**src/rtl/rgb_frame_sequencer.sv**
```systemverilog
// rtl/rgb_frame_sequencer.sv - frame walker feeding a combinational RGB converter
//
// Purpose:
//   Walks an IMG_W x IMG_H frame that is stored as three planar memories.
//   For each pixel it issues one read, registers the R/G/B words into the
//   converter inputs, and captures the converter result. The result is then
//   presented on a valid/ready stream. Start, done and abort frame the sequence.
//
// Ports:
//   i_clk, i_rst        clock, synchronous active-high reset
//   i_start, i_abort    begin frame (IDLE only) / cancel frame (any non-IDLE)
//   o_busy, o_done      non-IDLE indicator / one-cycle end-of-frame pulse
//   o_mem_rd_en         read strobe shared by the three plane memories
//   o_mem_addr          pixel index y*IMG_W + x
//   i_mem_r/g/b         plane data, valid the cycle after o_mem_rd_en
//   o_conv_r/g/b        registered converter inputs
//   i_conv_out          combinational converter result
//   o_out_valid         output stream valid
//   i_out_ready         output stream ready
//   o_out_data          output stream data
//   o_pix_x, o_pix_y    coordinates of the pixel in flight
module rgb_frame_sequencer #(
  parameter int IMG_W = 500,
  parameter int IMG_H = 500,
  parameter int DW    = 32,
  parameter int AW    = 18
) (
  input  logic          i_clk,
  input  logic          i_rst,
  input  logic          i_start,
  input  logic          i_abort,
  output logic          o_busy,
  output logic          o_done,
  output logic          o_mem_rd_en,
  output logic [AW-1:0] o_mem_addr,
  input  logic [DW-1:0] i_mem_r,
  input  logic [DW-1:0] i_mem_g,
  input  logic [DW-1:0] i_mem_b,
  output logic [DW-1:0] o_conv_r,
  output logic [DW-1:0] o_conv_g,
  output logic [DW-1:0] o_conv_b,
  input  logic [DW-1:0] i_conv_out,
  output logic          o_out_valid,
  input  logic          i_out_ready,
  output logic [DW-1:0] o_out_data,
  output logic [15:0]   o_pix_x,
  output logic [15:0]   o_pix_y
);

  localparam int NPIX = IMG_W * IMG_H;

  typedef enum logic [2:0] {
    S_IDLE,
    S_READ,
    S_LOAD,
    S_CAPT,
    S_HOLD,
    S_DONE
  } state_t;

  state_t r_state;
  state_t w_state_nxt;

  logic          r_busy;
  logic          r_done;
  logic          r_rd_en;
  logic          r_valid;
  logic [AW-1:0] r_idx;
  logic [15:0]   r_x;
  logic [15:0]   r_y;
  logic [DW-1:0] r_conv_r;
  logic [DW-1:0] r_conv_g;
  logic [DW-1:0] r_conv_b;
  logic [DW-1:0] r_out_data;

  logic w_accept;
  logic w_last;
  logic w_row_end;
  logic w_frame_start;

  assign w_last    = (r_idx == AW'(NPIX - 1));
  assign w_row_end = (r_x == 16'(IMG_W - 1));

  // Next-state logic. Abort is evaluated ahead of the case so that it
  // overrides a handshake in HOLD: that pixel is never counted as accepted.
  always_comb begin
    w_state_nxt   = r_state;
    w_accept      = 1'b0;
    w_frame_start = 1'b0;
    if (r_state != S_IDLE && i_abort) begin
      w_state_nxt = S_IDLE;
    end else begin
      case (r_state)
        S_IDLE: begin
          if (i_start) begin
            w_state_nxt   = S_READ;
            w_frame_start = 1'b1;
          end
        end
        S_READ: w_state_nxt = S_LOAD;
        S_LOAD: w_state_nxt = S_CAPT;
        S_CAPT: w_state_nxt = S_HOLD;
        S_HOLD: begin
          if (i_out_ready) begin
            w_accept    = 1'b1;
            w_state_nxt = w_last ? S_DONE : S_READ;
          end
        end
        S_DONE: w_state_nxt = S_IDLE;
        default: w_state_nxt = S_IDLE;
      endcase
    end
  end

  always_ff @(posedge i_clk) begin
    if (i_rst) begin
      r_state <= S_IDLE;
    end else begin
      r_state <= w_state_nxt;
    end
  end

  // Status strobes are decoded from the next state so that they line up
  // with the state they describe while still coming straight from flops.
  always_ff @(posedge i_clk) begin
    if (i_rst) begin
      r_busy  <= 1'b0;
      r_done  <= 1'b0;
      r_rd_en <= 1'b0;
      r_valid <= 1'b0;
    end else begin
      r_busy  <= (w_state_nxt != S_IDLE);
      r_done  <= (w_state_nxt == S_DONE);
      r_rd_en <= (w_state_nxt == S_READ);
      r_valid <= (w_state_nxt == S_HOLD);
    end
  end

  // Pixel index and coordinates advance only on an accepted, non-final pixel
  // so that they keep describing the pixel in flight until it leaves.
  always_ff @(posedge i_clk) begin
    if (i_rst) begin
      r_idx <= '0;
      r_x   <= '0;
      r_y   <= '0;
    end else if (w_frame_start) begin
      r_idx <= '0;
      r_x   <= '0;
      r_y   <= '0;
    end else if (w_accept && !w_last) begin
      r_idx <= r_idx + AW'(1);
      if (w_row_end) begin
        r_x <= '0;
        r_y <= r_y + 16'd1;
      end else begin
        r_x <= r_x + 16'd1;
      end
    end
  end

  // Converter inputs and the captured result are loaded only in their own
  // state and hold otherwise.
  always_ff @(posedge i_clk) begin
    if (i_rst) begin
      r_conv_r   <= '0;
      r_conv_g   <= '0;
      r_conv_b   <= '0;
      r_out_data <= '0;
    end else begin
      if (r_state == S_LOAD) begin
        r_conv_r <= i_mem_r;
        r_conv_g <= i_mem_g;
        r_conv_b <= i_mem_b;
      end
      if (r_state == S_CAPT) begin
        r_out_data <= i_conv_out;
      end
    end
  end

  assign o_busy      = r_busy;
  assign o_done      = r_done;
  assign o_mem_rd_en = r_rd_en;
  assign o_mem_addr  = r_idx;
  assign o_conv_r    = r_conv_r;
  assign o_conv_g    = r_conv_g;
  assign o_conv_b    = r_conv_b;
  assign o_out_valid = r_valid;
  assign o_out_data  = r_out_data;
  assign o_pix_x     = r_x;
  assign o_pix_y     = r_y;

endmodule

```
**config.mk**
```make
export PLATFORM = sky130hd
export DESIGN_NAME = rgb_frame_sequencer
export DESIGN_NICKNAME = d
export VERILOG_FILES = /design/src/rtl/rgb_frame_sequencer.sv
export SDC_FILE = /design/constraint.sdc
export NUM_CORES = 1
export LEC_CHECK = 0
export ABC_AREA = 1
export CAP_MARGIN = 20
export CORE_MARGIN = 4
export CORE_UTILIZATION = 39
export CTS_CLUSTER_SIZE = 14
export DETAILED_ROUTE_END_ITERATION = 6
export GPL_TIMING_DRIVEN = 1
export PLACE_DENSITY = 0.76
export SLEW_MARGIN = 25
export SYNTH_ARGS = -nofsm -noshare
export SYNTH_HDL_FRONTEND = slang
export SYNTH_SLANG_ARGS = --single-unit
```
**constraint.sdc**
```tcl
create_clock -name i_clk -period 1.7 [get_ports i_clk]
set_clock_uncertainty 0.05 [all_clocks]
set_input_delay 0.425 -clock i_clk [delete_from_list [all_inputs] [get_ports i_clk]]
set_output_delay 0.425 -clock i_clk [all_outputs]
set_load 0.01 [all_outputs]
```
# Word level (Yosys, flattened, before mapping)
# Cells that the tools add are included.
[classes]
order_cmp = 0
add_sub_neg = 3
multipliers = 0
n_reduce_logical = 8
muxes = 12
shifts = 0
eq_ne = 9
n_div = 0
n_bitwise = 0
[ops]
columns = ["op", "n"]
rows = [
  ["adder 16 x 1 -> 16 bit (second input constant)", 2],
  ["adder 18 x 1 -> 18 bit (second input constant)", 1],
  ["== test 18 bit (second input constant)", 1],
  ["== test 16 x 9 -> 1 bit (second input constant)", 1],
  ["2-to-1 mux 16 bit", 1],
  ["case mux 3 bit (5 select lines)", 1],
  ["2-to-1 mux 3 bit", 4],
  ["== test 3 bit (second input constant)", 3],
  ["== test 3 x 1 -> 1 bit (second input constant)", 2],
  ["== test 3 x 2 -> 1 bit (second input constant)", 2],
  ["2-to-1 mux 1 bit", 6],
  ["nonzero test 3 bit", 2],
  ["zero test 3 bit", 1],
  ["logical AND 1 bit", 2],
  ["AND reduction 2 bit", 1],
  ["OR reduction 2 bit", 1],
  ["zero test 1 bit", 1],
]
[totals]
mem_bits_rw = 0
reg_bits = 185
latch_bits = 0
memories = 0
romBits = 0
out_inout_bits = 182

# Logic depth before layout (Yosys ltp)
# Gate-level depths: netlist of the first run.
[depth]
word_depth = 6
mapped_depth = 12
depth_no_buf = 11

# Worst setup path after synthesis of the first run
# No wires, ideal clock.
[synth_timing]
path_kind = "register -> register"
startpoint = "register r_idx[0], in the netlist o_mem_addr[0]"
endpoint = "register r_x[15], in the netlist o_pix_x[15]"
period_less_slack_ns = 1.804
n_path_buf = 2
setup_ns = 0.136
t_arrival_ns = 1.618
path_slack_ns = -0.104
stages_incl_launch_ff = 11
path_cell_list = "dfxtp_1 ha_1 nand2_1 nor2_1 nand3_2 nand2_4 inv_2 buf_6 buf_12 nand3_2 a21oi_2"
[synth_via]
elab_chain_cells = 3
[synth_rtl]
columns = ["item", "line", "source"]
rows = [
  ["start: declaration", "68", "logic [AW-1:0] r_idx;"],
  ["start signal: assignment", "151", "r_idx <= r_idx + AW'(1);"],
  ["== test 18 bit", "81", "assign w_last = (r_idx == AW'(NPIX - 1));"],
  ["zero test 1 bit", "150", "end else if (w_accept && !w_last) begin"],
  ["logical AND 1 bit", "150", ""],
  ["end signal: assignment", "156", "r_x <= r_x + 16'd1;"],
  ["end: declaration", "69", "logic [15:0] r_x;"],
]
# Every way passes these cells.
# A chain may end at the register's enable or synchronous reset.

# Final worst setup path of the first run
[layout_timing]
startpoint = "register r_idx[14], in the netlist o_mem_addr[14]"
endpoint = "output port o_mem_addr[14]"
[layout_lines]
columns = ["item", "line", "source"]
rows = [
  ["end: declaration", "35", "output logic [AW-1:0] o_mem_addr,"],
]
# No word-level cell between the ends.

==> results of run 1 <==
## registers in the layout (all words and copies together), names as in the netlist
register / cells
o_conv_g: 32
o_busy: 1
o_mem_addr: 18
o_mem_rd_en: 1
o_done: 1
o_out_valid: 1
o_pix_x: 16
o_conv_r: 32
o_pix_y: 16
o_out_data: 32
r_state: 3
o_conv_b: 32
## kinds of logic (layout without fill, tap and decap cells)
family / after synthesis / after routing / synth area share [%]
fa+ha+maj: 3 / 3 / 0.477
compound gates: 280 / 280 / 18.4
buf+inv: 192 / 553 / 9.95
flops: 185 / 185 / 47.0
simple gates: 388 / 388 / 21.2
xor+xnor: 26 / 26 / 2.89
## what timing repair did
item | 4_1_cts | 5_1_grt
resized for setup | 188 | 36
cloned | 0 | 2
endpoints found under the hold margin | 0 | 0
pin swaps | 0 | 5
endpoints found under the setup margin | 182 | 42
## power groups by stage
stage	clock [mW]	combinational [mW]	sequential [mW]
floorplan	0	0.269	4.66
global placement	0	0.977	4.60
detailed placement	0	0.986	4.61
CTS	3.91	0.912	4.50
global route	4.07	0.988	4.52
finish	3.81	0.907	4.50
## worst max path at each step
stage,startpoint,slack [ps],depth (start not counted),to
3_5_place_dp,i_out_ready,-150,10,o_pix_x[4]
4_1_cts,o_mem_addr[5],0.1,2,o_mem_addr[5]
3_3_place_gp,i_out_ready,-140,9,o_pix_x[13]
6_report,o_mem_addr[14],50,2,o_mem_addr[14]
2_1_floorplan,o_mem_addr[0],4,10,o_pix_x[15]
5_1_grt,r_state[1],-20,11,o_pix_x[4]
## final cells by class
cell class                      instances  area, um^2
Timing Repair Buffer                  386        3670
Clock buffer                           17         425
Fill cell                            1806        7420
Sequential cell                       185        3720
Inverter                              136         515
Clock inverter                         14         139
Multi-Input combinational cell        697        3430
Tap cell                              265         332
## critical path, stage by stage, from the launching register on
cell	delay [ps]
dfxtp_1	360
buf_4	150
clkdlybuf4s15_1	240
## synthesized netlist by cell type, types with 4 or more instances
library cell  instances  share of area [%]
clkbuf_1             41                2.0
dfxtp_1             185                 47
nand2_1             165                7.9
nor2_1              152                7.2
inv_1               135                6.4
nand3_2              12                1.5
a21oi_2              10                1.1
nand3b_1              4               0.38
buf_6                 4               0.57
nor3_1                6               0.38
o21ai_0             139                8.8
nand4_1              16                1.3
a21oi_1             127                8.1
xnor2_1               6               0.67
xor2_1               20                2.2
nand3_1              25                1.6
buf_2                 4               0.25
## metrics by stage
step	hold slack (ps)	cell area, um^2	TNS (ps)	utilization (%)
final	391	12200	0	62.3
after global routing	404	12200	-52.5	62.3
after CTS	393	12100	0	61.6
after detailed placement	384	11800	-5010	59.9
after global placement	379	11800	-3860	59.9
after floorplan	418	7880	0	-
## routing by layer
layer  track usage [%]  wire [um]
met1              25.2       9980
met2              38.3      13000
met3              8.10       2330
met4              8.10        686
met5                 0         25
==> impl_metrics.ini, run 1 <==
[outcome]
status = completed

[pwr]
p_clk_share_pct = 41.3
pwr-share-comb_pct = 9.8
irDropWorstVdd_v = 0.000675
seqPwrFrac_pct = 48.8
internal-power_mw = 6.88
power_density_nw_per_um2 = 754
p_sw_mw = 2.34
total_power_mw = 9.22
sw_frac_of_total_pct = 25.4
leakagePower_nw = 5.37

[floorplan]
dieWidth_um = 150
dieArea_um2 = 22500
ios = 315
core_area_um2 = 19700
die_h_um = 150
initial_utilization_pct = 40.1
row_count = 51

[clock_tree]
clk_path_buf_depth = 2
clk_pin_slew_worst_paths_ps = 80
cts_setup_buffers = 0
cts_tree = yes
worst_skew_pair.late_latency_ps = 430
cts-root-buf = clkbuf_16
cts_num_sinks = 185
cts_hold_buf = 0
ctsHtreeMaxLevel = 4
cts_made_buffers = 17

[sta]
min_period_ps = 1650
fin_ws_ps = 46.2
maxSlewHeadroom_pct = 70.3
setup-violations-final = 0
rsz0062_at_grt = yes
fmax_ghz = 0.605
slew_viol_final = 0
final-hold-violation-count = 0
period_share_pct = 97.3
tightest_slew_ps = 446

[setup_path]
ff2ff_path_depth = 8
crit_type = reg -> out
rrSetupSlack_ps = 70
cp_max_fo = 5
cp-start-kind = flip-flop
worst_r2r_endpoint = o_pix_x[0]
crit_path_end_kind = output pin
cp.arrival_ps = 1180
cp_data_required_time_ps = 1220
timing.rr.start = r_state[1]

[route]
viasPerCell = 4.76
drcViolationCount = 0
drt-total-wl_um = 26000
vias = 8099
wl_per_cell_um = 15.3
drt_iter0_markers = 341
drtAntennaViolNets = 0
dr.pass1.iters = 5

[global_routing]
grt_max_degree = 75
antenna_found_initial = 2
grt_pass1_wl_um = 39500
grt_usage_pct = 22.2
grt-ovfl-total = 0
grt_pass1_vias = 7603

[place]
finalWeightedCongestion = 0.921
io_buffers = 314
dp.cells = 1667
pre_cts_ws_ps = -150
hpwl_um = 19500

[synthesis]
syn-num-nets = 1210
synth_top_flop_cell = dfxtp_1
synth-seq-cells = 185
synth-edff-count = 0
avgSynthCellArea_um2 = 7.33
async_reset_ff_share_pct = 0
synth_area_um2 = 7880
synth.distinct_cells = 33
synthCells = 1074
yosysWarningCount = 0
seq_area_frac_synth_pct = 47.0

[job]
maxCapViolations = 0

[worst_hold_path]
hold_depth = 2
holdPathEnd = o_conv_b[2]
hp-start = o_conv_b[2]
holdCritPathClass = reg -> reg

[finish]
drive_gt1_share_pct = 11.2
n_antenna_cell = 0
synthToLayoutAreaGrowth_pct = 55.4
final_net_count = 1559
fin_cells = 1700
final_cell_mix = dlygate4sd2_1, dfxtp_1, nand2_1
layout_commonest_cell = dlygate4sd2_1
(Power assumes the default switching activity.)
==> inputs of run 2 (changes only) <==
--- a/config.mk
+++ b/config.mk
@@ -5,14 +5,14 @@
 export SDC_FILE = /design/constraint.sdc
 export NUM_CORES = 1
 export LEC_CHECK = 0
-export ABC_AREA = 1
 export CAP_MARGIN = 20
+export CORE_ASPECT_RATIO = 1.75
 export CORE_MARGIN = 4
-export CORE_UTILIZATION = 39
+export CORE_UTILIZATION = 38
 export CTS_CLUSTER_SIZE = 14
 export DETAILED_ROUTE_END_ITERATION = 6
 export GPL_TIMING_DRIVEN = 1
-export PLACE_DENSITY = 0.76
+export PLACE_DENSITY = 0.77
 export SLEW_MARGIN = 25
 export SYNTH_ARGS = -nofsm -noshare
 export SYNTH_HDL_FRONTEND = slang
==> constraint.sdc (replaced) <==
create_clock -name i_clk -period 1.7 [get_ports i_clk]
set_clock_uncertainty 0.05 [all_clocks]
set_input_delay 0.425 -clock i_clk [delete_from_list [all_inputs] [get_ports i_clk]]
set_output_delay 0.425 -clock i_clk [all_outputs]
set_load 0.005 [all_outputs]
==> run 2 against run 1 <==
Against the previous run: the run now ends with setup timing left; critical path depth grew 5; sequential share of layout area grew 1.1 points; count of clock-buffer cells in the layout grew 3; die area shrank 6.4%; register-to-register slack lost 690 ps; routed wire length shrank 3.3%; combinational power shrank 16%; sequential power shrank 2%; cell area shrank 3.0%; critical endpoint is now o_mem_addr[1]; largest power group unchanged.
==> impl_metrics.ini, run 2 <==
[clock_tree]
worst_skew_pair.late_latency_ps = 420
ctsHtreeMaxLevel = 4
cts_num_sinks = 185
cts_tree = yes
clk_path_buf_depth = 2
cts_hold_buf = 0
cts_made_buffers = 17
cts-root-buf = clkbuf_16
clk_pin_slew_worst_paths_ps = 70

[route]
drtAntennaViolNets = 0
wl_per_cell_um = 16.7
drt-total-wl_um = 25100
dr.pass1.iters = 5
viasPerCell = 5.08
drcViolationCount = 0
vias = 7662
drt_iter0_markers = 406

[setup_path]
crit_type = reg -> reg
cp_max_fo = 7
cp.arrival_ps = 2600
cp-start-kind = flip-flop
rrSetupSlack_ps = -620
crit_path_end_kind = flip-flop
timing.rr.start = o_mem_addr[10]
worst_r2r_endpoint = o_mem_addr[1]
cp_data_required_time_ps = 1970
ff2ff_path_depth = 7

[synthesis]
async_reset_ff_share_pct = 0
yosys.area.top_type = dfxtp_1
yosysMostFrequentCell = nand2_1
yosys-top-cells-area = dfxtp_1, nand2_1, a21oi_1, clkbuf_1, xor2_1
seq_area_frac_synth_pct = 52.0
synthCells = 874
synth_common_cells = nand2_1, dfxtp_1, a21oi_1
avgSynthCellArea_um2 = 8.16
synth-seq-cells = 185
yosysWarningCount = 0
synth_area_um2 = 7130
synth_top_area_share_pct = 52.0
synth-edff-count = 0
synth.distinct_cells = 43
synth_top_flop_cell = dfxtp_1
syn-num-nets = 1010

[pwr]
sw_frac_of_total_pct = 22.6
leakagePower_nw = 5.11
p_sw_mw = 2.04
seqPwrFrac_pct = 49.2
irDropWorstVdd_v = 0.000503
pwr-share-comb_pct = 8.5
p_clk_share_pct = 42.3
internal-power_mw = 6.97
power_density_nw_per_um2 = 759

[finish]
final_net_count = 1395
fin_cells = 1508
synthToLayoutAreaGrowth_pct = 66.6
drive_gt1_share_pct = 15.6
final_cell_mix = nand2_1, dlygate4sd2_1, dfxtp_1
layout_commonest_cell = nand2_1
n_antenna_cell = 0

[worst_hold_path]
hold_depth = 3
holdPathEnd = o_out_data[21]
holdCritPathClass = in -> reg
hp-start = i_rst

[floorplan]
initial_utilization_pct = 38.5
dieWidth_um = 112
core_area_um2 = 18500
die_h_um = 189
ios = 315
dieArea_um2 = 21100
row_count = 66

[sta]
fin_setup_tns_ps = -26100
rsz0062_at_grt = yes
slew_viol_final = 0
fin_ws_ps = -623
final-hold-violation-count = 0
period_share_pct = 137
maxSlewHeadroom_pct = 64.9
setup-violations-final = 51
tightest_slew_ps = 527
min_period_ps = 2320
fmax_ghz = 0.430

[place]
io_buffers = 314
hpwl_um = 18500
finalWeightedCongestion = 0.880
dp.cells = 1471

[global_routing]
grt_use_met1_pct = 24.1
grt_max_degree = 114
grt_pass1_wl_um = 38700
use_met2_pct = 43.0
grtUsageMet3_pct = 4.54
grt_pass1_vias = 7212
grt_usage_pct = 22.8
grt-ovfl-total = 0
busiest_layer = met2
antenna_found_initial = 0

[outcome]
violations = setup timing
status = finished, violations left

[job]
maxCapViolations = 0
-- run 2: cell types whose count changed in the layout (fill, tap and decap cells not counted), sizes merged, moves of 11 or more --
cell,change
buf,+41
o211ai,+16
or4,+14
or3,+11
o2111ai,+11
nand2,+116
inv,-137
o21ai,-127
nand3,-30
nor2,-121
-- run 2: worst max path at each step --
stage | slack (ps) | endpoint | start | cells after the start
after floorplan | -570 | o_pix_y[4] | o_mem_addr[10] | 6
after global placement | -660 | o_pix_y[12] | i_out_ready | 7
after detailed placement | -680 | o_pix_y[12] | i_abort | 7
after CTS | -610 | o_pix_y[1] | o_mem_addr[10] | 7
after global routing | -720 | o_pix_y[1] | o_mem_addr[10] | 7
final | -620 | o_mem_addr[1] | o_mem_addr[10] | 7
-- run 2: routing by layer --
metal  vias to the layer above  routed length (um)  share of wire, %
met5                         -                   0                 0
met2                       282               13700                54
met4                         0                 928               3.7
met3                        54                1060               4.2
li1                       3722                   -                 -
met1                      3604                9470                38
-- run 2: power by group through the flow --
stage          Sequential, mW  Combinational, mW  Clock (mW)
2_1_floorplan            4.54              0.226           0
5_1_grt                  4.44              0.821        4.07
6_report                 4.43              0.765        3.81
3_3_place_gp             4.53              0.805           0
4_1_cts                  4.43              0.767        3.92
3_5_place_dp             4.53              0.807           0
-- run 2: final cells by class --
class / instances / area, um^2
Clock buffer: 20 / 467
Sequential cell: 185 / 3740
Fill cell: 1585 / 6620
Clock inverter: 10 / 96.3
Tap cell: 238 / 298
Multi-Input combinational cell: 627 / 3320
Timing Repair Buffer: 424 / 3940
Inverter: 4 / 15.0
-- run 2: metrics by stage --
stage	worst slack, ps	total power, mW	cell area (um^2)	util (%)	hold slack, ps
6_report	-623	9.01	11900	64.2	276
5_1_grt	-721	9.33	11900	64.2	276
4_1_cts	-612	9.11	11800	63.7	261
3_5_place_dp	-681	5.34	11300	61.0	396
3_3_place_gp	-657	5.33	11300	61.0	389
2_1_floorplan	-573	4.77	7170	-	403
-- run 2: cells by family after synthesis --
logic type | Yosys count | share of synthesized area, %
AO/OA/AOI/OAI | 193 | 15.4
flip-flops | 185 | 52.0
XOR/XNOR | 22 | 2.70
multiplexers | 4 | 0.562
AND/OR/NAND/NOR | 405 | 25.2
buffers and inverters | 62 | 3.60
adder cells (fa/ha/maj) | 3 | 0.527
-- run 2: timing repair --
item | CTS | global route
gates resized for setup | 223 | 26
gates cloned | 1 | 0
pin swaps | 9 | 21
endpoints found under the setup margin | 234 | 59
buffers inserted | 6 | 1
-- run 2: critical path, stage by stage, from the launching register on --
cell and delay (ps):
dfxtp_4 340, or4b_4 500, or4_4 550, buf_8 170
o21ai_4 230, buf_6 160, mux2i_1 180, nor2_1 50
